`src/rtl/rs_decoder_pkg.sv`:
```
// Shared constants for the RS(15,11) decoder datapath.
//   GF_W      : default GF(2^4) symbol width.
//   mode_e    : symbol selector mode encodings (SELECT/HOLD/SCAN/CLEAR).
//   sel_width : channel-index width for a given channel count, never below 1.
package rs_decoder_pkg;

    localparam int unsigned GF_W = 4;

    typedef enum logic [1:0] {
        MODE_SELECT = 2'b00,
        MODE_HOLD   = 2'b01,
        MODE_SCAN   = 2'b10,
        MODE_CLEAR  = 2'b11
    } mode_e;

    // max(1, clog2(n)): a 2-channel selector still needs a 1-bit index.
    function automatic int unsigned sel_width(input int unsigned n);
        return (n > 2) ? $clog2(n) : 1;
    endfunction

endpackage

```
`src/rtl/sel_scan_counter.sv`:
```
// Scan pointer for symbol_select_reg: walks channel indices 0..NUM_IN-1 and
// pulses scan_done for one cycle on the step that consumes the last channel.
// Ports:
//   clk, rst   : clock, asynchronous active-high reset
//   en         : advance the pointer this cycle (a valid SCAN step)
//   clr        : force pointer to 0 (takes priority over en)
//   ptr        : current channel index
//   scan_done  : registered wrap pulse
module sel_scan_counter
    import rs_decoder_pkg::*;
#(
    parameter  int unsigned NUM_IN = 4,
    localparam int unsigned SEL_W  = sel_width(NUM_IN)
) (
    input  logic             clk,
    input  logic             rst,
    input  logic             en,
    input  logic             clr,
    output logic [SEL_W-1:0] ptr,
    output logic             scan_done
);

    localparam logic [SEL_W-1:0] LAST = SEL_W'(NUM_IN - 1);

    // Wrap by explicit compare so non-power-of-two channel counts work.
    logic wrap;
    assign wrap = (ptr == LAST);

    always_ff @(posedge clk or posedge rst) begin
        if (rst) begin
            ptr       <= '0;
            scan_done <= 1'b0;
        end else if (clr) begin
            ptr       <= '0;
            scan_done <= 1'b0;
        end else if (en) begin
            ptr       <= wrap ? '0 : ptr + SEL_W'(1);
            scan_done <= wrap;
        end else begin
            scan_done <= 1'b0;
        end
    end

endmodule

```
`src/rtl/symbol_select_reg.sv`:
```
// Registered N-input symbol selector: steers one of NUM_IN symbol streams onto
// a single registered bus, with select, hold, auto-scan and clear modes.
// Optional feature macro: SYMBOL_SELECT_PARITY_EN adds OUT_PAR.
// Ports:
//   CLK, RST   : clock, asynchronous active-high reset
//   IN         : flattened channels, channel k at [k*WIDTH +: WIDTH]
//   SEL        : channel index for SELECT mode
//   MODE       : 00 SELECT, 01 HOLD, 10 SCAN, 11 CLEAR
//   IN_VALID   : qualifies IN in SELECT and SCAN
//   OUT        : registered selected symbol
//   OUT_VALID  : OUT was loaded from a valid input on the previous edge
//   OUT_CH     : channel that produced OUT
//   SCAN_DONE  : one-cycle pulse when the scan pointer wraps
//   OUT_PAR    : (SYMBOL_SELECT_PARITY_EN only) XOR reduction of OUT
module symbol_select_reg
    import rs_decoder_pkg::*;
#(
    parameter  int unsigned WIDTH  = GF_W,
    parameter  int unsigned NUM_IN = 4,
    localparam int unsigned SEL_W  = sel_width(NUM_IN)
) (
    input  logic                    CLK,
    input  logic                    RST,
    input  logic [NUM_IN*WIDTH-1:0] IN,
    input  logic [SEL_W-1:0]        SEL,
    input  logic [1:0]              MODE,
    input  logic                    IN_VALID,
    output logic [WIDTH-1:0]        OUT,
    output logic                    OUT_VALID,
    output logic [SEL_W-1:0]        OUT_CH,
    output logic                    SCAN_DONE
`ifdef SYMBOL_SELECT_PARITY_EN
    ,
    output logic                    OUT_PAR
`endif
);

    mode_e            mode;
    logic [SEL_W-1:0] ptr;
    logic [WIDTH-1:0] sel_sym;
    logic [WIDTH-1:0] ptr_sym;
    logic             sel_ok;
    logic             load_en;
    logic [WIDTH-1:0] load_sym;
    logic [SEL_W-1:0] load_ch;

    assign mode = mode_e'(MODE);

    // Channel muxes; sel_ok is only set when SEL names a real channel.
    always_comb begin
        sel_sym = '0;
        ptr_sym = '0;
        sel_ok  = 1'b0;
        for (int k = 0; k < int'(NUM_IN); k++) begin
            if (SEL == SEL_W'(k)) begin
                sel_sym = IN[k*WIDTH +: WIDTH];
                sel_ok  = 1'b1;
            end
            if (ptr == SEL_W'(k)) begin
                ptr_sym = IN[k*WIDTH +: WIDTH];
            end
        end
    end

    // What (if anything) gets loaded into the output register this edge.
    always_comb begin
        load_en  = 1'b0;
        load_sym = sel_sym;
        load_ch  = SEL;
        case (mode)
            MODE_SELECT: load_en = IN_VALID & sel_ok;
            MODE_SCAN: begin
                load_en  = IN_VALID;
                load_sym = ptr_sym;
                load_ch  = ptr;
            end
            default: load_en = 1'b0;
        endcase
    end

    sel_scan_counter #(
        .NUM_IN (NUM_IN)
    ) u_scan_counter (
        .clk       (CLK),
        .rst       (RST),
        .en        ((mode == MODE_SCAN) & IN_VALID),
        .clr       (mode == MODE_CLEAR),
        .ptr       (ptr),
        .scan_done (SCAN_DONE)
    );

    // Output register: CLEAR zeroes, a load sets valid, HOLD keeps valid,
    // any other non-loading cycle drops valid while OUT/OUT_CH hold.
    always_ff @(posedge CLK or posedge RST) begin
        if (RST) begin
            OUT       <= '0;
            OUT_VALID <= 1'b0;
            OUT_CH    <= '0;
`ifdef SYMBOL_SELECT_PARITY_EN
            OUT_PAR   <= 1'b0;
`endif
        end else if (mode == MODE_CLEAR) begin
            OUT       <= '0;
            OUT_VALID <= 1'b0;
            OUT_CH    <= '0;
`ifdef SYMBOL_SELECT_PARITY_EN
            OUT_PAR   <= 1'b0;
`endif
        end else if (load_en) begin
            OUT       <= load_sym;
            OUT_VALID <= 1'b1;
            OUT_CH    <= load_ch;
`ifdef SYMBOL_SELECT_PARITY_EN
            OUT_PAR   <= ^load_sym;
`endif
        end else if (mode != MODE_HOLD) begin
            OUT_VALID <= 1'b0;
        end
    end

endmodule

```
`config.mk`:
```
export PLATFORM = sky130hd
export DESIGN_NAME = symbol_select_reg
export DESIGN_NICKNAME = d
export VERILOG_FILES = /design/src/rtl/rs_decoder_pkg.sv /design/src/rtl/sel_scan_counter.sv /design/src/rtl/symbol_select_reg.sv
export SDC_FILE = /design/constraint.sdc
export NUM_CORES = 1
export LEC_CHECK = 0
export BUFFER_PORTS_ARGS = -buffer_cell sky130_fd_sc_hd__buf_4
export CAP_MARGIN = 20
export CORE_AREA = 2 2 47 49
export DETAILED_ROUTE_END_ITERATION = 16
export DIE_AREA = 0 0 49 51
export PLACE_DENSITY = 0.76
export SYNTH_ARGS = -nofsm -noshare
export SYNTH_HDL_FRONTEND = slang
export SYNTH_SLANG_ARGS = --single-unit
```
`constraint.sdc`:
```
create_clock -name CLK -period 1.86 [get_ports CLK]
set_clock_uncertainty 0.2 [all_clocks]
set_input_delay 0 -clock CLK [delete_from_list [all_inputs] [get_ports CLK]]
set_output_delay 0 -clock CLK [all_outputs]
set_load 0.005 [all_outputs]
```
==> results of run 1 <==
==> stage by stage <==
step                setup WS, ns  cell area, um2  cells  setup TNS (ns)
finish                    0.0268            1300    163               0
global route             -0.0237            1300    163         -0.0593
CTS                      0.00254            1220    160               0
detailed placement       -0.0334            1030    142         -0.0342
global placement          0.0511            1030    142               0
floorplan                 0.0661             781     84               0
==> worst max-delay path, delay by kind of cell, from the launching register on <==
kind	cells	cell delay (ns)
buffers and inverters	3	0.85
DFF	1	0.44
AOI/OAI and AO/OA	2	0.23
==> power by group through the flow <==
stage | Clock [mW] | Combinational, mW | Sequential (mW)
global placement | 0 | 0.253 | 0.264
finish | 0.202 | 0.343 | 0.263
global route | 0.214 | 0.372 | 0.265
detailed placement | 0 | 0.260 | 0.265
CTS | 0.202 | 0.293 | 0.261
floorplan | 0 | 0.143 | 0.265
==> metal layers <==
metal | vias to the layer above | GRT usage (%) | part of all wire (%)
li1 | 420 | - | -
met1 | 416 | 20.8 | 40
met2 | 24 | 32.9 | 54
met3 | 9 | 5.85 | 3.6
met4 | 0 | 10.0 | 2.4
met5 | - | 0 | 0
==> cells by family after synthesis <==
| logic type | after synthesis |
|---|---|
| simple gates | 26 |
| mux | 5 |
| fa+ha+maj | 4 |
| flops | 10 |
| buf+inv | 9 |
| compound gates | 30 |
==> path summary, 6_finish.rpt <==
kind,cells past startpoint,endpoint,from,slack (ns)
min,4,OUT[2],IN[2],-0.001
max reg2reg,5,OUT_CH[0],u_scan_counter.ptr[0],0.03
min in group asynchronous,3,OUT_VALID,RST,0.07
min reg2reg,1,OUT_VALID,OUT_VALID,0.29
max in group asynchronous,3,u_scan_counter.ptr[0],RST,1.07
max,5,OUT_CH[0],u_scan_counter.ptr[0],0.03
==> sequential cells by signal (all words and copies together) (netlist names) <==
signal	flops
OUT	4
OUT_CH	2
OUT_VALID	1
u_scan_counter.ptr	2
u_scan_counter.scan_done	1
==> cell usage in the layout, fill, tap and decap left out, types with 2 or more instances in the layout <==
master         count
o21ai_0            2
a31oi_1            2
inv_2              3
o32a_1             3
nor3_1             2
a21oi_1            3
nand2_1            4
nor2_1             8
clkbuf_4           3
buf_4             36
a2bb2oi_1          3
mux2i_1            3
o21ai_1            2
dfrtp_1            9
and2b_2            2
a221oi_2           3
inv_1              2
a21o_1             4
nor2b_1            5
dlygate4sd3_1     15
o22ai_1            2
ha_1               2
==> layout make-up <==
class                           instances  area, um2  share of cell area (%)
Clock buffer                            4       36.3                    2.79
Inverter                                5       18.8                    1.45
Multi-Input combinational cell         65        537                    41.3
Sequential cell                        10        251                    19.4
Tap cell                               28       35.0                    2.70
Timing Repair Buffer                   51        420                    32.4
==> what timing repair did <==
item | CTS | global route
pin swaps | 5 | 1
gates resized for setup | 4 | 9
buffers inserted | 0 | 2
gates cloned | 0 | 0
hold buffers | 14 | 1
endpoints found under the hold margin | 20 | 1
endpoints found under the setup margin | 3 | 3
==> impl_metrics.toml, run 1 <==
[status]
status = "finished with violations"
failed_checks = "negative hold slack"

[yosys]
synth_commonest_cells = "dfrtp_1 (10), nor2_1 (8), nor2b_1 (6)"
avgSynthCellArea_um2 = 9.29
synth_seq_area_share_pct = 32.1
syn_nets = 111
ys_warn_count = 0
ys_seq_elements = 10
synth_area_um2 = 781
synth_edf_count = 0
synth_top_family_by_area = "compound AO/OA/AOI/OAI gates"
synth_xor_area_share_pct = 0
synth_simple_gate_area_share_pct = 17.9
synth_area_leader_cell = "dfrtp_1"
yosysUniqueCellTypes = 33
synth.most_common_cell = "dfrtp_1"
synthMuxAreaShare_pct = 8.17
syn_inst = 84
synth-compound-area-share_pct = 28.4
synth_top_area_share_pct = 32.1
synth_flop_cell = "dfrtp_1"
yosys.area_share.adder_pct = 6.41
async_reset_ff_share_pct = 100
ys_top_cells_by_area = "dfrtp_1 (32%), ha_1 (6.4%), nor2b_1 (4.8%)"

[sta]
min_period_ns = 1.83
slew_headroom_pct = 72.1
max_freq_ghz = 0.545
setup_viol_count_final = 0
holdWs_ns = -0.00107
hold_violations = 1
worstMarginPinSlew_ns = 0.418
min_period_over_period_pct = 98.6
drv_slew = 0

[routing]
routedWlPerCell_um = 14.7
drtIter0Drc = 18
vias = 869
viasPerCell = 5.33
ant_nets = 0
first_pass_iters = 4
route.detailed.drc = 0
drt-total-wl_mm = 2.40

[setup_path]
cp_slowest_cell = "dlygate4sd3_1"
worstPathArrival_ns = 1.80
critPathLaunchType = "flop"
cpMostUsedCell = "buf_4"
crit_required_ns = 1.82
path_cells = "buf_4, buf_4, a31oi_4, o22ai_1, dlygate4sd3_1"
max_stage_delay_ns = 0.57
crit_type = "reg -> reg"
cp-end-kind = "flop"
cp_max_fo = 4

[clocking]
numCtsBuffers = 3
cts_sinks = 10
cts_tree = "done"
clkSlewWorstSetupHoldPaths_ns = 0.07
htreeDepth = 1
clk_latency_ns = 0.28
cts.path.max_buffers = 2
root_buffer = "clkbuf_4"

[cells_and_area]
utilization_pct = 62.9
n_antenna_cell = 0
finalNetCount = 163
drive_gt1_share_pct = 42.2
syn_to_final_growth_pct = 66.3
n_fill_cell = 177

[power]
switching_power_mw = 0.248
pwr-share-clk_pct = 25.1
p_total_mw = 0.808
combinationalPowerShare_pct = 42.5
pwr-share-seq_pct = 32.5
ir_drop_mv = 0.441
power.density_nw_per_um2 = 622
power_leakage_nw = 0.614
intPower_mw = 0.560
swShare_pct = 30.7

[floorplan]
core_um2 = 2060
ios = 31
die_w_um = 49
die_area_um2 = 2500
rows = 17
start_util_pct = 37.8
die_height_um = 51

[grt]
grt_pass1_vias = 842
antenna_found_initial = 0
grt_first_pass_wirelength_mm = 3.54
grt_usage_pct = 18.9
overflow = 0
grt_start_max_net_pins = 18

[min_path]
hp-class = "in -> reg"

[placed_design]
portBuffers = 30
place_hpwl_mm = 1.56
place_congestion = 0.871

[flow_run]
cap_viol_max_count = 0
(Power assumes the default switching activity.)
==> run 2: changes to the inputs <==
Settings changed: CORE_AREA 2 2 47 49 to 2 2 46 48, CTS_BUF_LIST from default to sky130_fd_sc_hd__clkbuf_4 sky130_fd_sc_hd__clkbuf_8, DIE_AREA 0 0 49 51 to 0 0 48 50, PLACE_DENSITY 0.76 to 0.78.
==> impl_metrics.toml, run 2 (synthesized netlist as in run 1, its figures left out) <==
[routing]
viasPerCell = 5.27
first_pass_iters = 4
route.detailed.drc = 0
drtIter0Drc = 21
drt-total-wl_mm = 2.37
routedWlPerCell_um = 14.6
vias = 853
ant_nets = 0

[clocking]
htreeDepth = 1
root_buffer = "clkbuf_4"
cts.path.max_buffers = 2
cts_sinks = 10
cts_tree = "done"
clkSlewWorstSetupHoldPaths_ns = 0.07
numCtsBuffers = 3
clk_latency_ns = 0.26

[flow_run]
cap_viol_max_count = 0

[floorplan]
die_area_um2 = 2400
start_util_pct = 41.1
die_height_um = 50
die_w_um = 48
rows = 16
core_um2 = 1900
ios = 31

[power]
p_total_mw = 0.790
intPower_mw = 0.555
ir_drop_mv = 0.327
power.density_nw_per_um2 = 619
power_leakage_nw = 0.610
combinationalPowerShare_pct = 42.4
switching_power_mw = 0.234
swShare_pct = 29.7
pwr-share-seq_pct = 33.3
pwr-share-clk_pct = 24.3

[min_path]
hp-class = "in -> reg"

[cells_and_area]
final_cell_mix = "buf_4 (37), dlygate4sd3_1 (14), dfrtp_1 (9)"
syn_to_final_growth_pct = 63.5
largest_reg_flops = 4
final_cells = 162
finalNetCount = 163
reg_top3 = "OUT x4, OUT_CH x2, u_scan_counter.ptr x2"
utilization_pct = 67.1
final_common_cell = "buf_4"
largest-register = "OUT"
n_antenna_cell = 0
drive_gt1_share_pct = 42.2

[grt]
grt_pass1_vias = 868
grt_first_pass_wirelength_mm = 3.66
antenna_found_initial = 0
grt_usage_pct = 21.8
grt_start_max_net_pins = 18
overflow = 0

[setup_path]
path_cells = "inv_2, ha_2, nor2b_4, a221oi_1, nor3_1, o32a_1"
critPathLaunchType = "flop"
cp_slowest_cell = "dfrtp_1"
ff2ff_setup_slack_ns = 0.08
cp_max_fo = 4
crit_type = "reg -> reg"
cp-end-kind = "flop"
crit_required_ns = 1.80
worstPathArrival_ns = 1.72
max_stage_delay_ns = 0.41

[sta]
hold_violations = 0
min_period_ns = 1.78
max_freq_ghz = 0.562
drv_slew = 0
min_period_over_period_pct = 95.7
setup_viol_count_final = 0
worstMarginPinSlew_ns = 0.408
fin_tns_setup_ns = 0
slew_headroom_pct = 72.8
setup_ws_ns = 0.0797

[placed_design]
placedCellCount = 142
place_hpwl_mm = 1.64
place_congestion = 0.951
pre_cts_ws_ns = -0.0222
portBuffers = 30

[status]
status = "finished, final reports clean"
## run 2: per-stage QoR
step / hold WS [ns] / area [um2]
2_1_floorplan: -0.360 / 781
3_3_place_gp: -0.194 / 1040
3_5_place_dp: -0.184 / 1040
4_1_cts: 0.0226 / 1220
5_1_grt: 0.0229 / 1280
6_report: 0.0319 / 1280
## run 2: repair_timing
action / in CTS / in global routing
hold buffers: 14 / 0
setup endpoints to repair: 3 / 3
buffers inserted: 0 / 2
pin swaps: 3 / 3
gates resized for setup: 0 / 12
endpoints found under the hold margin: 19 / 0
## run 2: critical path: cells and delay by family (launching register included)
| family | cells | cell delay (ns) |
|---|---|---|
| adders and majority gates | 1 | 0.18 |
| and+or+nand+nor | 2 | 0.24 |
| DFF | 1 | 0.41 |
| buffers and inverters | 1 | 0.08 |
| AOI/OAI and AO/OA | 2 | 0.56 |
## run 2: per-layer routing
metal / up-vias / wire length [um] / GRT usage, %
li1: 418 / - / -
met2: 35 / 1160 / 36.2
met4: 0 / 32 / 9.01
met1: 396 / 1050 / 26.5
met3: 4 / 125 / 3.66
met5: - / 0 / 0
## run 2: path summary, 6_finish.rpt
kind                                       start                  endpoint  cells past startpoint
min in group asynchronous                    RST  u_scan_counter.scan_done                      3
max in group asynchronous                    RST     u_scan_counter.ptr[0]                      3
hold / removal                            IN[10]                    OUT[2]                      5
setup / recovery           u_scan_counter.ptr[1]                    OUT[1]                      6
hold reg to reg                        OUT_VALID                 OUT_VALID                      1
setup reg to reg           u_scan_counter.ptr[1]                    OUT[1]                      6
## run 2: layout make-up
class / count / area (um2)
Multi-Input combinational cell: 65 / 518
Fill cell: 163 / 626
Timing Repair Buffer: 51 / 418
Sequential cell: 10 / 251
Inverter: 5 / 18.8
Tap cell: 27 / 33.8
Clock buffer: 4 / 36.3
## run 2: power groups by stage
stage	clock, mW	combinational [mW]	sequential [mW]
floorplan	0	0.143	0.265
global placement	0	0.256	0.263
detailed placement	0	0.261	0.266
CTS	0.199	0.288	0.261
global route	0.222	0.365	0.266
finish	0.192	0.335	0.263
==> run 3: changes to the inputs <==
Settings changed: CORE_AREA 2 2 46 48 to 8 8 52 54, DIE_AREA 0 0 48 50 to 0 0 60 62.
==> impl_metrics.toml, run 3 (synthesized netlist as in run 1, its figures left out) <==
[sta]
min_period_over_period_pct = 97.6
setup_viol_count_final = 0
worstMarginPinSlew_ns = 0.395
holdWs_ns = 0.0102
hold_violations = 0
slew_headroom_pct = 73.6
drv_slew = 0
max_freq_ghz = 0.551
setup_ws_ns = 0.0438
min_period_ns = 1.82

[setup_path]
cp_slowest_cell = "dfrtp_2"
cp_max_fo = 4
worstPathArrival_ns = 1.82
max_stage_delay_ns = 0.45
path_depth = 5
r2r_cells = 5
cp-end-kind = "flop"
path_delay_family = "simple AND/OR/NAND/NOR gates"
crit_type = "reg -> reg"
critPathLaunchType = "flop"
path_buf_inv = 1
crit_required_ns = 1.87
ff2ff_setup_slack_ns = 0.04
path_cells = "buf_4, ha_2, or3_4, nor3_2, o32a_1"

[power]
intPower_mw = 0.513
combinationalPowerShare_pct = 45.1
pwr-share-seq_pct = 35.0
power_leakage_nw = 0.601
ir_drop_mv = 0.376
p_total_mw = 0.757
pwr-share-clk_pct = 19.9
swShare_pct = 32.3
power.density_nw_per_um2 = 593
switching_power_mw = 0.244

[cells_and_area]
n_antenna_cell = 0
largest_reg_flops = 4
finalNetCount = 162
final_cell_mix = "buf_4 (36), dlygate4sd3_1 (14), dfrtp_1 (9)"
final_common_cell = "buf_4"
drive_gt1_share_pct = 45.1
n_fill_cell = 142
reg_top3 = "OUT x4, OUT_CH x2, u_scan_counter.ptr x2"
final_cells = 160
largest-register = "OUT"
syn_to_final_growth_pct = 63.6

[clocking]
cts_sinks = 10
clk_latency_ns = 0.27
root_buffer = "clkbuf_4"
numCtsBuffers = 3
cts.path.max_buffers = 2
cts_tree = "done"
htreeDepth = 1
clkSlewWorstSetupHoldPaths_ns = 0.06

[routing]
routedWlPerCell_um = 16.4
drtIter0Drc = 30
first_pass_iters = 4
drt-total-wl_mm = 2.62
route.detailed.drc = 0
vias = 871
ant_nets = 0
viasPerCell = 5.44

[grt]
overflow = 0
grt_start_max_net_pins = 18
grt_pass1_vias = 875
grt_first_pass_wirelength_mm = 3.96
grt_usage_pct = 14.1
met3_usage_pct = 2.26
use_met2_pct = 24.8
top_usage_layer = "met2"
antenna_found_initial = 0
grt_use_met1_pct = 15.7

[floorplan]
start_util_pct = 41.1
die_w_um = 60
rows = 16
die_height_um = 62
die_area_um2 = 3720
ios = 31
core_um2 = 1900

[placed_design]
placedCellCount = 142
place_hpwl_mm = 1.81
portBuffers = 30
place_congestion = 0.839
pre_cts_ws_ns = -0.0222

[status]
status = "finished, final reports clean"

[flow_run]
cap_viol_max_count = 0

[min_path]
hold_depth = 5
hp-class = "in -> reg"
==> run 3: what timing repair did <==
action                                  in CTS  in global routing
endpoints found under the setup margin       3                  3
pin swaps                                    3                  5
setup buffers                                0                  1
resized for setup                            1                 17
hold buffers                                14                  0
endpoints found under the hold margin       20                  0
==> run 3: final cells by class <==
cell class	count	area, um2	share of cell area [%]
Multi-Input combinational cell	65	541	42.3
Timing Repair Buffer	50	410	32.1
Inverter	5	18.8	1.47
Clock buffer	3	22.5	1.76
Tap cell	27	33.8	2.64
Sequential cell	10	251	19.7
==> run 3: power by group through the flow <==
| stage | logic, mW | clock network, mW | registers [mW] |
|---|---|---|---|
| floorplan | 0.143 | 0 | 0.265 |
| global placement | 0.259 | 0 | 0.264 |
| detailed placement | 0.263 | 0 | 0.266 |
| CTS | 0.289 | 0.153 | 0.262 |
| global route | 0.372 | 0.158 | 0.268 |
| finish | 0.341 | 0.150 | 0.265 |
==> run 3: path summary, 6_finish.rpt <==
kind                                            end             startpoint
max in group asynchronous     u_scan_counter.ptr[0]                    RST
hold / removal                               OUT[2]                 IN[10]
setup reg to reg                             OUT[1]  u_scan_counter.ptr[0]
hold reg to reg                           OUT_VALID              OUT_VALID
setup / recovery                             OUT[1]  u_scan_counter.ptr[0]
min in group asynchronous  u_scan_counter.scan_done                    RST
==> run 3: metrics by stage <==
stage          utilization [%]  area [um2]  TNS (ns)
2_1_floorplan                -         781         0
3_3_place_gp              54.7        1040         0
3_5_place_dp              54.7        1040   -0.0466
4_1_cts                   63.3        1200         0
5_1_grt                   67.2        1280   -0.0160
6_report                  67.2        1280         0
==> run 3: worst min-delay path, cell delays in order <==
cell	delay (ns)
buf_4	0.08
inv_1	0.03
a21oi_1	0.11
a22oi_1	0.09
o21ai_1	0.12
==> run 3: routing by layer <==
metal | wire (um) | up-vias
li1 | - | 415
met1 | 1080 | 413
met2 | 1360 | 39
met3 | 157 | 4
met4 | 28 | 0
met5 | 0 | -
